[src/rtl/apb_mem_a_ctrl.sv]
// apb_mem_a_ctrl
// APB slave giving the 32-bit register bus access to memory A, a WORDS x WIDTH
// single-port memory with one cycle of read latency. Each memory word is split
// into two 32-bit APB slots: half 0 at byte offset idx*8 and half 1 at
// idx*8+4. The low half of a write is staged and written to memory with the
// high half. A read fills a hold register so that the following read of the
// high half completes without a memory access. After reset the controller
// zero-fills the memory before it accepts any APB access.
//
// Ports
//   clk, rst                  clock, synchronous active-high reset
//   psel, penable, pwrite     APB control
//   paddr, pwdata             APB byte address (block-local) and write data
//   pready, prdata, pslverr   APB response (combinational)
//   mem_rd_en, mem_wr_en      memory strobes (combinational, never both high)
//   mem_addr, mem_wdata       memory word address and write data
//   mem_rdata                 memory read data, valid the cycle after mem_rd_en
module apb_mem_a_ctrl #(
  parameter int WORDS = 19,
  parameter int WIDTH = 63,
  parameter int AW    = 5
) (
  input  logic             clk,
  input  logic             rst,
  input  logic             psel,
  input  logic             penable,
  input  logic             pwrite,
  input  logic [31:0]      paddr,
  input  logic [31:0]      pwdata,
  output logic             pready,
  output logic [31:0]      prdata,
  output logic             pslverr,
  output logic             mem_rd_en,
  output logic             mem_wr_en,
  output logic [AW-1:0]    mem_addr,
  output logic [WIDTH-1:0] mem_wdata,
  input  logic [WIDTH-1:0] mem_rdata
);

  typedef enum logic [1:0] {
    INIT    = 2'd0,
    IDLE    = 2'd1,
    RD_WAIT = 2'd2
  } state_t;

  state_t           state;
  state_t           stateNext;
  logic [AW-1:0]    initCnt;
  logic [AW-1:0]    initCntNext;
  logic [31:0]      stageLo;
  logic             stageLoWe;
  logic [WIDTH-1:0] hold;
  logic [AW-1:0]    holdIdx;
  logic             holdVld;
  logic             holdSet;
  logic             holdClr;
  logic [AW-1:0]    rdIdx;
  logic             rdHalf;
  logic             rdIssue;

  logic [4:0]       idx;
  logic [AW-1:0]    idxAw;
  logic             half;
  logic             access;
  logic             addrErr;
  logic             holdHit;
  logic             unusedBits;

  // Upper slot of a memory word, zero-extended to the 32-bit bus.
  function automatic logic [31:0] upperHalf(input logic [WIDTH-1:0] w);
    return 32'(w >> 32);
  endfunction

  function automatic logic [31:0] selHalf(input logic [WIDTH-1:0] w, input logic h);
    return h ? upperHalf(w) : w[31:0];
  endfunction

  // High pwdata bits beyond WIDTH-33 do not fit in the word and are dropped.
  function automatic logic [WIDTH-1:0] packWord(input logic [31:0] hi, input logic [31:0] lo);
    return WIDTH'({hi, lo});
  endfunction

  assign idx        = paddr[7:3];
  assign idxAw      = AW'(idx);
  assign half       = paddr[2];
  assign access     = psel & penable;
  assign addrErr    = (paddr[31:8] != 24'd0) || (32'(idx) >= 32'(WORDS));
  assign holdHit    = holdVld && (holdIdx == idxAw);
  assign unusedBits = ^paddr[1:0];

  always_comb begin
    stateNext   = state;
    initCntNext = initCnt;
    pready      = 1'b0;
    prdata      = '0;
    pslverr     = 1'b0;
    mem_rd_en   = 1'b0;
    mem_wr_en   = 1'b0;
    mem_addr    = '0;
    mem_wdata   = '0;
    stageLoWe   = 1'b0;
    holdSet     = 1'b0;
    holdClr     = 1'b0;
    rdIssue     = 1'b0;
    // Outputs stay at their reset values while rst is held.
    if (!rst) begin
      unique case (state)
        INIT: begin
          mem_wr_en   = 1'b1;
          mem_addr    = initCnt;
          initCntNext = initCnt + AW'(1);
          if (initCnt == AW'(WORDS - 1)) begin
            stateNext   = IDLE;
            initCntNext = '0;
          end
        end
        IDLE: begin
          if (access) begin
            if (addrErr) begin
              pready  = 1'b1;
              pslverr = 1'b1;
            end else if (pwrite) begin
              pready = 1'b1;
              if (!half) begin
                stageLoWe = 1'b1;
              end else begin
                mem_wr_en = 1'b1;
                mem_addr  = idxAw;
                mem_wdata = packWord(pwdata, stageLo);
                holdClr   = holdHit;
              end
            end else if (half && holdHit) begin
              pready = 1'b1;
              prdata = upperHalf(hold);
            end else begin
              mem_rd_en = 1'b1;
              mem_addr  = idxAw;
              rdIssue   = 1'b1;
              stateNext = RD_WAIT;
            end
          end
        end
        RD_WAIT: begin
          pready    = 1'b1;
          prdata    = selHalf(mem_rdata, rdHalf);
          holdSet   = 1'b1;
          stateNext = IDLE;
        end
        default: stateNext = INIT;
      endcase
    end
  end

  always_ff @(posedge clk) begin
    if (rst) begin
      state   <= INIT;
      initCnt <= '0;
      stageLo <= '0;
      holdVld <= 1'b0;
    end else begin
      state   <= stateNext;
      initCnt <= initCntNext;
      if (stageLoWe) begin
        stageLo <= pwdata;
      end
      if (holdSet) begin
        holdVld <= 1'b1;
      end else if (holdClr) begin
        holdVld <= 1'b0;
      end
    end
  end

  // Read address/half captured at issue; hold loaded when the data returns.
  always_ff @(posedge clk) begin
    if (rdIssue) begin
      rdIdx  <= idxAw;
      rdHalf <= half;
    end
    if (holdSet) begin
      hold    <= mem_rdata;
      holdIdx <= rdIdx;
    end
  end

endmodule

[config.mk]
export PLATFORM = sky130hd
export DESIGN_NAME = apb_mem_a_ctrl
export DESIGN_NICKNAME = d
export VERILOG_FILES = /design/src/rtl/apb_mem_a_ctrl.sv
export SDC_FILE = /design/constraint.sdc
export NUM_CORES = 1
export LEC_CHECK = 0
export ABC_AREA = 1
export CORE_UTILIZATION = 35
export CTS_BUF_LIST = sky130_fd_sc_hd__clkbuf_16
export DETAILED_ROUTE_END_ITERATION = 8
export PLACE_DENSITY = 0.73
export SYNTH_ARGS = -nofsm -noshare
export SYNTH_HDL_FRONTEND = slang
export SYNTH_SLANG_ARGS = --single-unit
[constraint.sdc]
create_clock -name clk -period 2.27 [get_ports clk]
set_input_delay 0.454 -clock clk [delete_from_list [all_inputs] [get_ports clk]]
set_output_delay 0.454 -clock clk [all_outputs]
set_load 0.1 [all_outputs]
Yosys cells after proc, flatten, opt, wreduce, memory -nomap -nowiden
Index checks and enable logic that the tools add are counted.

storage, ports and cells
  register bits = 114
  input port bits = 132
  output and inout port bits = 104
  logic and storage cells = 92

cells by class
  add/subtract/negate cells = 1
  magnitude comparators = 1
  equality and inequality tests = 9
  mux-type cells = 65
  bitwise operators = 1
  reduce and logical (&&, ||, !) cells = 7

operator list
  operator               number
  $mux W63               6
  $mux W31               4
  $mux W32               2
  $pmux W32 S2           1
  $mux W1                36
  $mux W5                7
  $reduce_bool A24 Y1    1
  $mux W2                5
  $ne A2 B2 Y1 const B   5
  $pmux W5 S2            1
  $pmux W2 S3            1
  $add A5 B1 Y5 const B  1
  $eq A5 B5 Y1           1
  $eq A5 B5 Y1 const B   1
  $ge A5 B5 Y1 const B   1
  $reduce_and A5 Y1      1
  $pmux W1 S2            2
  $eq A2 B1 Y1 const B   1
  $eq A2 B2 Y1 const B   1
  $logic_and A1 B1 Y1    2
  $logic_not A2 Y1       1
  $reduce_bool A2 Y1     1
  $and A1 B1 Y1          1
  $logic_or A1 B1 Y1     1

Depth between registers and ports, before layout
  word-level depth = 10
  gate-level depth with buffers = 11
  depth with buffers taken out = 11

Worst setup path after synthesis
No wires, ideal clock.

  path type = reg2reg
  start point = register state[1]
  end point = register rdHalf, enable pin
  library setup time = 0.479 ns
  arrival = 3.897 ns
  data required time = 1.791 ns
  setup slack = -2.106 ns
  cell stages (with the launch flop) = 8
  buffers on the path = 0
  period minus slack after synthesis = 4.376 ns
  cell sequence = dfxtp_1 -> inv_1 -> ha_1 -> inv_1 -> nor2_2 -> inv_1 -> nor3_2 -> nor3b_1

between the ends
  cells in the longest elaborated chain, start to end = 3

ends and longest elaborated chain
  what                      line  text
  start: declaration        46    state_t state;
  start signal: assignment  161   state <= stateNext;
  $eq A2 B1 Y1              -
  $mux W1 (2 in a row)      -
  named net mem_rd_en       33    output logic mem_rd_en,
  end signal: assignment    178   rdHalf <= half;
  end: declaration          58    logic rdHalf;

The timed path passes the listed nets, and every way through them passes these cells.
A chain may end at the register's enable or synchronous reset.

Final worst setup path
  start point = register holdIdx[3]
  end point = output port mem_rd_en

between the ends
  cells in the longest elaborated chain, start to end = 9

ends and longest elaborated chain
  what                      line  text
  start: declaration        53    logic [AW-1:0] holdIdx;
  start signal: assignment  182   holdIdx <= rdIdx;
  $eq A5 B5 Y1              88    assign holdHit = holdVld && (holdIdx == idxAw);
  $logic_and A1 B1 Y1       88
  $logic_and A1 B1 Y1       132   end else if (half && holdHit) begin
  $mux W1                   132
  $mux W1                   122   end else if (pwrite) begin
  $mux W1                   119   if (addrErr) begin
  $mux W1                   118   if (access) begin
  $mux W1                   107   unique case (state)
  $mux W1                   106   if (!rst) begin
  end: declaration          33

Every way passes these cells.

==> Flow_metrics.wiki <==
{| class="wikitable"
! Metric !! Value
|-
| Peak supply drop || 0.335 mV
|-
| Outcome || finished with violations
|-
| Placed wire-length estimate || 13,200 um
|-
| Synthesis-to-layout area growth || 133%
|-
| Clock buffers created by TritonCTS || 9
|-
| Y dimension of the die || 120 um
|-
| Buffer cell driving the clock tree root || sky130_fd_sc_hd__clkbuf_16
|-
| Total power || 5.98 mW
|-
| Final core area utilization || 0.848
|-
| Pin slew with the least headroom to its limit || 449 ps
|-
| Multi-input logic area || 4040 um^2
|-
| Synthesized area || 4880 um^2
|-
| Design area || 11,400 um^2
|-
| Switching Fraction || 0.396
|-
| DRT antenna net count || 0
|-
| CTS H-tree depth || 3
|-
| Horizontal die dimension || 120 um
|-
| Global-route wire length before repair || 33,400 um
|-
| Iteration-0 DRC Markers || 301
|-
| Number of failing hold endpoints at the final stage || 0
|-
| Number of global-route vias before repair || 6,212
|-
| Worst-case headroom to the max-slew limit || 0.697
|-
| Instance area after placement || 9550 um^2
|-
| Period Utilization, post-route || 1.11
|-
| Gate count of the mapped netlist || 622
|-
| Std-Cell Rows || 42
|-
| Psw || 2.37 mW
|-
| Clock skew || 8.85 ps
|-
| Total Negative Setup Slacks || -16,270 ps
|-
| Number of setup violations in the final report || 102
|-
| Clock network fraction of design power || 0.231
|-
| Hold Buf Count CTS || 0
|-
| Buffers added on ports || 233
|-
| Buffers from clock root to sink, at most || 2
|-
| Seq pwr share || 0.293
|-
| Wire length per cell || 20.5 um
|-
| Largest driver fanout on the critical path || 3
|-
| Post-CTS clock slew at the launch and capture registers of the worst setup and hold paths || 60 ps
|-
| Slack of the critical path || -255 ps
|-
| Total number of vias || 5,819
|-
| DR pass1 iterations || 5
|-
| Effective utilization at floorplan || 0.364
|-
| Initial antenna violation count || 1
|-
| Area of the core || 13,400 um^2
|-
| Clock period minus worst slack || 2530 ps
|-
| Filler instances || 671
|-
| Failing checks || setup timing
|-
| Weighted congestion at the end of routability-driven global placement || 0.883
|-
| Achievable frequency || 396 MHz
|-
| Congestion Overflow GR || 0
|-
| Worst Setup End Kind || output pin
|-
| Static Leakage || 4.02 nW
|-
| Fin nets || 1,038
|-
| Combinational Power Share || 0.476
|-
| Pin count of the biggest net entering global routing || 70
|-
| Internal Pwr Total || 3.61 mW
|-
| Clock tree from TritonCTS || done
|-
| Syn_area_per_cell || 7.84 um^2
|-
| Power density normalized to cell area || 526 nW/um^2
|-
| Final-report max-slew violation count || 0
|-
| DP Worst Slack || -559 ps
|-
| Unrepaired setup endpoints after global routing || yes
|-
| Per-cell via count in the routed design || 5.37
|-
| Global routing usage summed across all routing layers || 0.303
|-
| Io pins || 236
|-
| Kind of start point of the critical path || flip-flop
|-
| Kind of critical path || flip-flop to output pin
|-
| Count of warnings emitted by yosys || 0
|-
| Worst hold-check path type || input port to flip-flop
|-
| Layout cells sized above 1 || 0.485
|-
| Sequential cell area || 2060 um^2
|-
| Syn Nets || 759
|-
| Max-cap check violation count || 0
|-
| Total Wirelength || 22,200 um
|-
| Detailed-route DRC error count || 0
|-
| Die area || 14,400 um^2
|-
| Total clock sinks || 82
|-
| Count of distinct cell types in the synthesized netlist || 26
|-
| Register bit total from synthesis || 82
|-
| Data arrival, critical path || 2070 ps
|-
| Worst path required time || 1820 ps
|-
| Fraction of the yosys area taken by sequential cells || 0.423
|-
| Clock latency of the later-clocked register in the worst-skew pair || 350 ps
|}
-- worst paths after layout --
path	startpoint	endpoint	slack [ps]	cells past startpoint
max	holdIdx[3]	mem_rd_en	-260	9
max reg2reg	holdIdx[3]	rdIdx[4]	170	10
min reg2reg	rdIdx[1]	holdIdx[1]	420	0
min	paddr[5]	rdIdx[2]	410	2
-- stage by stage --
stage	hold WS, ps	cells
2_1_floorplan	400	622
3_3_place_gp	401	1022
3_5_place_dp	408	1022
4_1_cts	408	1084
5_1_grt	409	1083
6_report	408	1083
-- worst max-delay path, stage by stage (launching register included) --
cell and delay, ps:
sky130_fd_sc_hd__edfxtp_1 430, sky130_fd_sc_hd__buf_6 150, sky130_fd_sc_hd__o21ai_4 170, sky130_fd_sc_hd__nor2_4 70, sky130_fd_sc_hd__nand3_4 110, sky130_fd_sc_hd__buf_6 140, sky130_fd_sc_hd__nand2_8 60, sky130_fd_sc_hd__buf_6 110
sky130_fd_sc_hd__nor3b_4 260, sky130_fd_sc_hd__buf_12 210
-- cells in the final DEF, fill, tap and decap left out, drive strengths merged, types with 2 or more instances in the layout --
cell           netlist  layout
nor3                36      36
nand4                2       2
nor3b               32      32
ha                   5       5
clkdlybuf4s50        0      95
nand2               77      77
clkbuf              32      12
xor2                 3       3
inv                 54      56
edfxtp              42      42
o21a                31      31
clkinv               0       4
dfxtp               40      40
dlygate4sd2          0       3
o21ai               67      67
nor2                61      61
nand3               43      43
a21oi               77      77
buf                 19     218
-- Yosys cell counts --
| cell | count | area [um^2] |
|---|---|---|
| sky130_fd_sc_hd__buf_1 | 1 | 3.75 |
| sky130_fd_sc_hd__nor3b_1 | 32 | 240 |
| sky130_fd_sc_hd__or2_2 | 1 | 6.26 |
| sky130_fd_sc_hd__o21ai_1 | 3 | 15.0 |
| sky130_fd_sc_hd__nand2_1 | 76 | 285 |
| sky130_fd_sc_hd__nand4_2 | 1 | 12.5 |
| sky130_fd_sc_hd__xor2_1 | 3 | 26.3 |
| sky130_fd_sc_hd__nor2_8 | 1 | 20.0 |
| sky130_fd_sc_hd__buf_2 | 12 | 60.1 |
| sky130_fd_sc_hd__a21oi_1 | 77 | 385 |
| sky130_fd_sc_hd__nand4_1 | 1 | 6.26 |
| sky130_fd_sc_hd__nor2_2 | 1 | 6.26 |
| sky130_fd_sc_hd__dfxtp_1 | 40 | 801 |
| sky130_fd_sc_hd__nor3_2 | 21 | 210 |
| sky130_fd_sc_hd__nand2_2 | 1 | 6.26 |
| sky130_fd_sc_hd__inv_1 | 54 | 203 |
| sky130_fd_sc_hd__edfxtp_1 | 42 | 1260 |
| sky130_fd_sc_hd__nand3_1 | 42 | 210 |
| sky130_fd_sc_hd__buf_6 | 6 | 67.6 |
| sky130_fd_sc_hd__ha_1 | 5 | 62.6 |
| sky130_fd_sc_hd__nor2_1 | 59 | 221 |
| sky130_fd_sc_hd__nand3_4 | 1 | 17.5 |
| sky130_fd_sc_hd__o21ai_0 | 64 | 320 |
| sky130_fd_sc_hd__clkbuf_1 | 32 | 120 |
| sky130_fd_sc_hd__nor3_1 | 15 | 75.1 |
| sky130_fd_sc_hd__o21a_1 | 31 | 233 |
-- routing by layer --
layer	share of wire	track usage	vias up	routed length [um]
met5	0	0	-	0
met4	0.022	0.118	0	478
met1	0.36	0.328	2833	8090
met2	0.53	0.546	251	11800
li1	-	-	2694	-
met3	0.083	0.0946	41	1840
-- power groups by stage --
| stage | clock (mW) | sequential [mW] | combinational, mW |
|---|---|---|---|
| after detailed placement | 0 | 1.77 | 2.40 |
| after global placement | 0 | 1.76 | 2.34 |
| after CTS | 1.36 | 1.74 | 2.56 |
| after global routing | 1.45 | 1.76 | 2.99 |
| after floorplan | 0 | 1.76 | 1.52 |
| final | 1.38 | 1.75 | 2.85 |
-- layout make-up --
cell class / count / area share
inverter: 54 / 0.0185
clock buffer: 10 / 0.0220
tap: 176 / 0.0194
antenna: 1 / 0.000220
timing repair buffer: 319 / 0.400
multi-input combinational: 435 / 0.356
clock inverter: 6 / 0.00220
sequential: 82 / 0.182
-- flip-flops by register name (all words and copies together), names as in the netlist --
name and flops:
holdVld 1, holdIdx 5, rdHalf 1, stageLo 32, rdIdx 5, hold 31
state 2, initCnt 5
-- logic make-up (layout without fill, tap and decap cells) --
group	Yosys count	in the layout	synth area share
buf+inv	105	389	0.0931
fa+ha+maj	5	5	0.0128
compound gates	175	175	0.196
other cells	0	1	0
xor+xnor	3	3	0.00539
simple gates	252	252	0.270
flops	82	82	0.423
-- what timing repair did --
| item | 4_1_cts | 5_1_grt |
|---|---|---|
| setup endpoints to repair | 107 | 111 |
| hold endpoints to repair | 0 | 0 |
| cloned | 16 | 1 |
| buffers inserted | 32 | 4 |
| pin swaps | 55 | 33 |
| gates resized for setup | 273 | 59 |
Note: power is estimated with default switching activity, not from simulation.
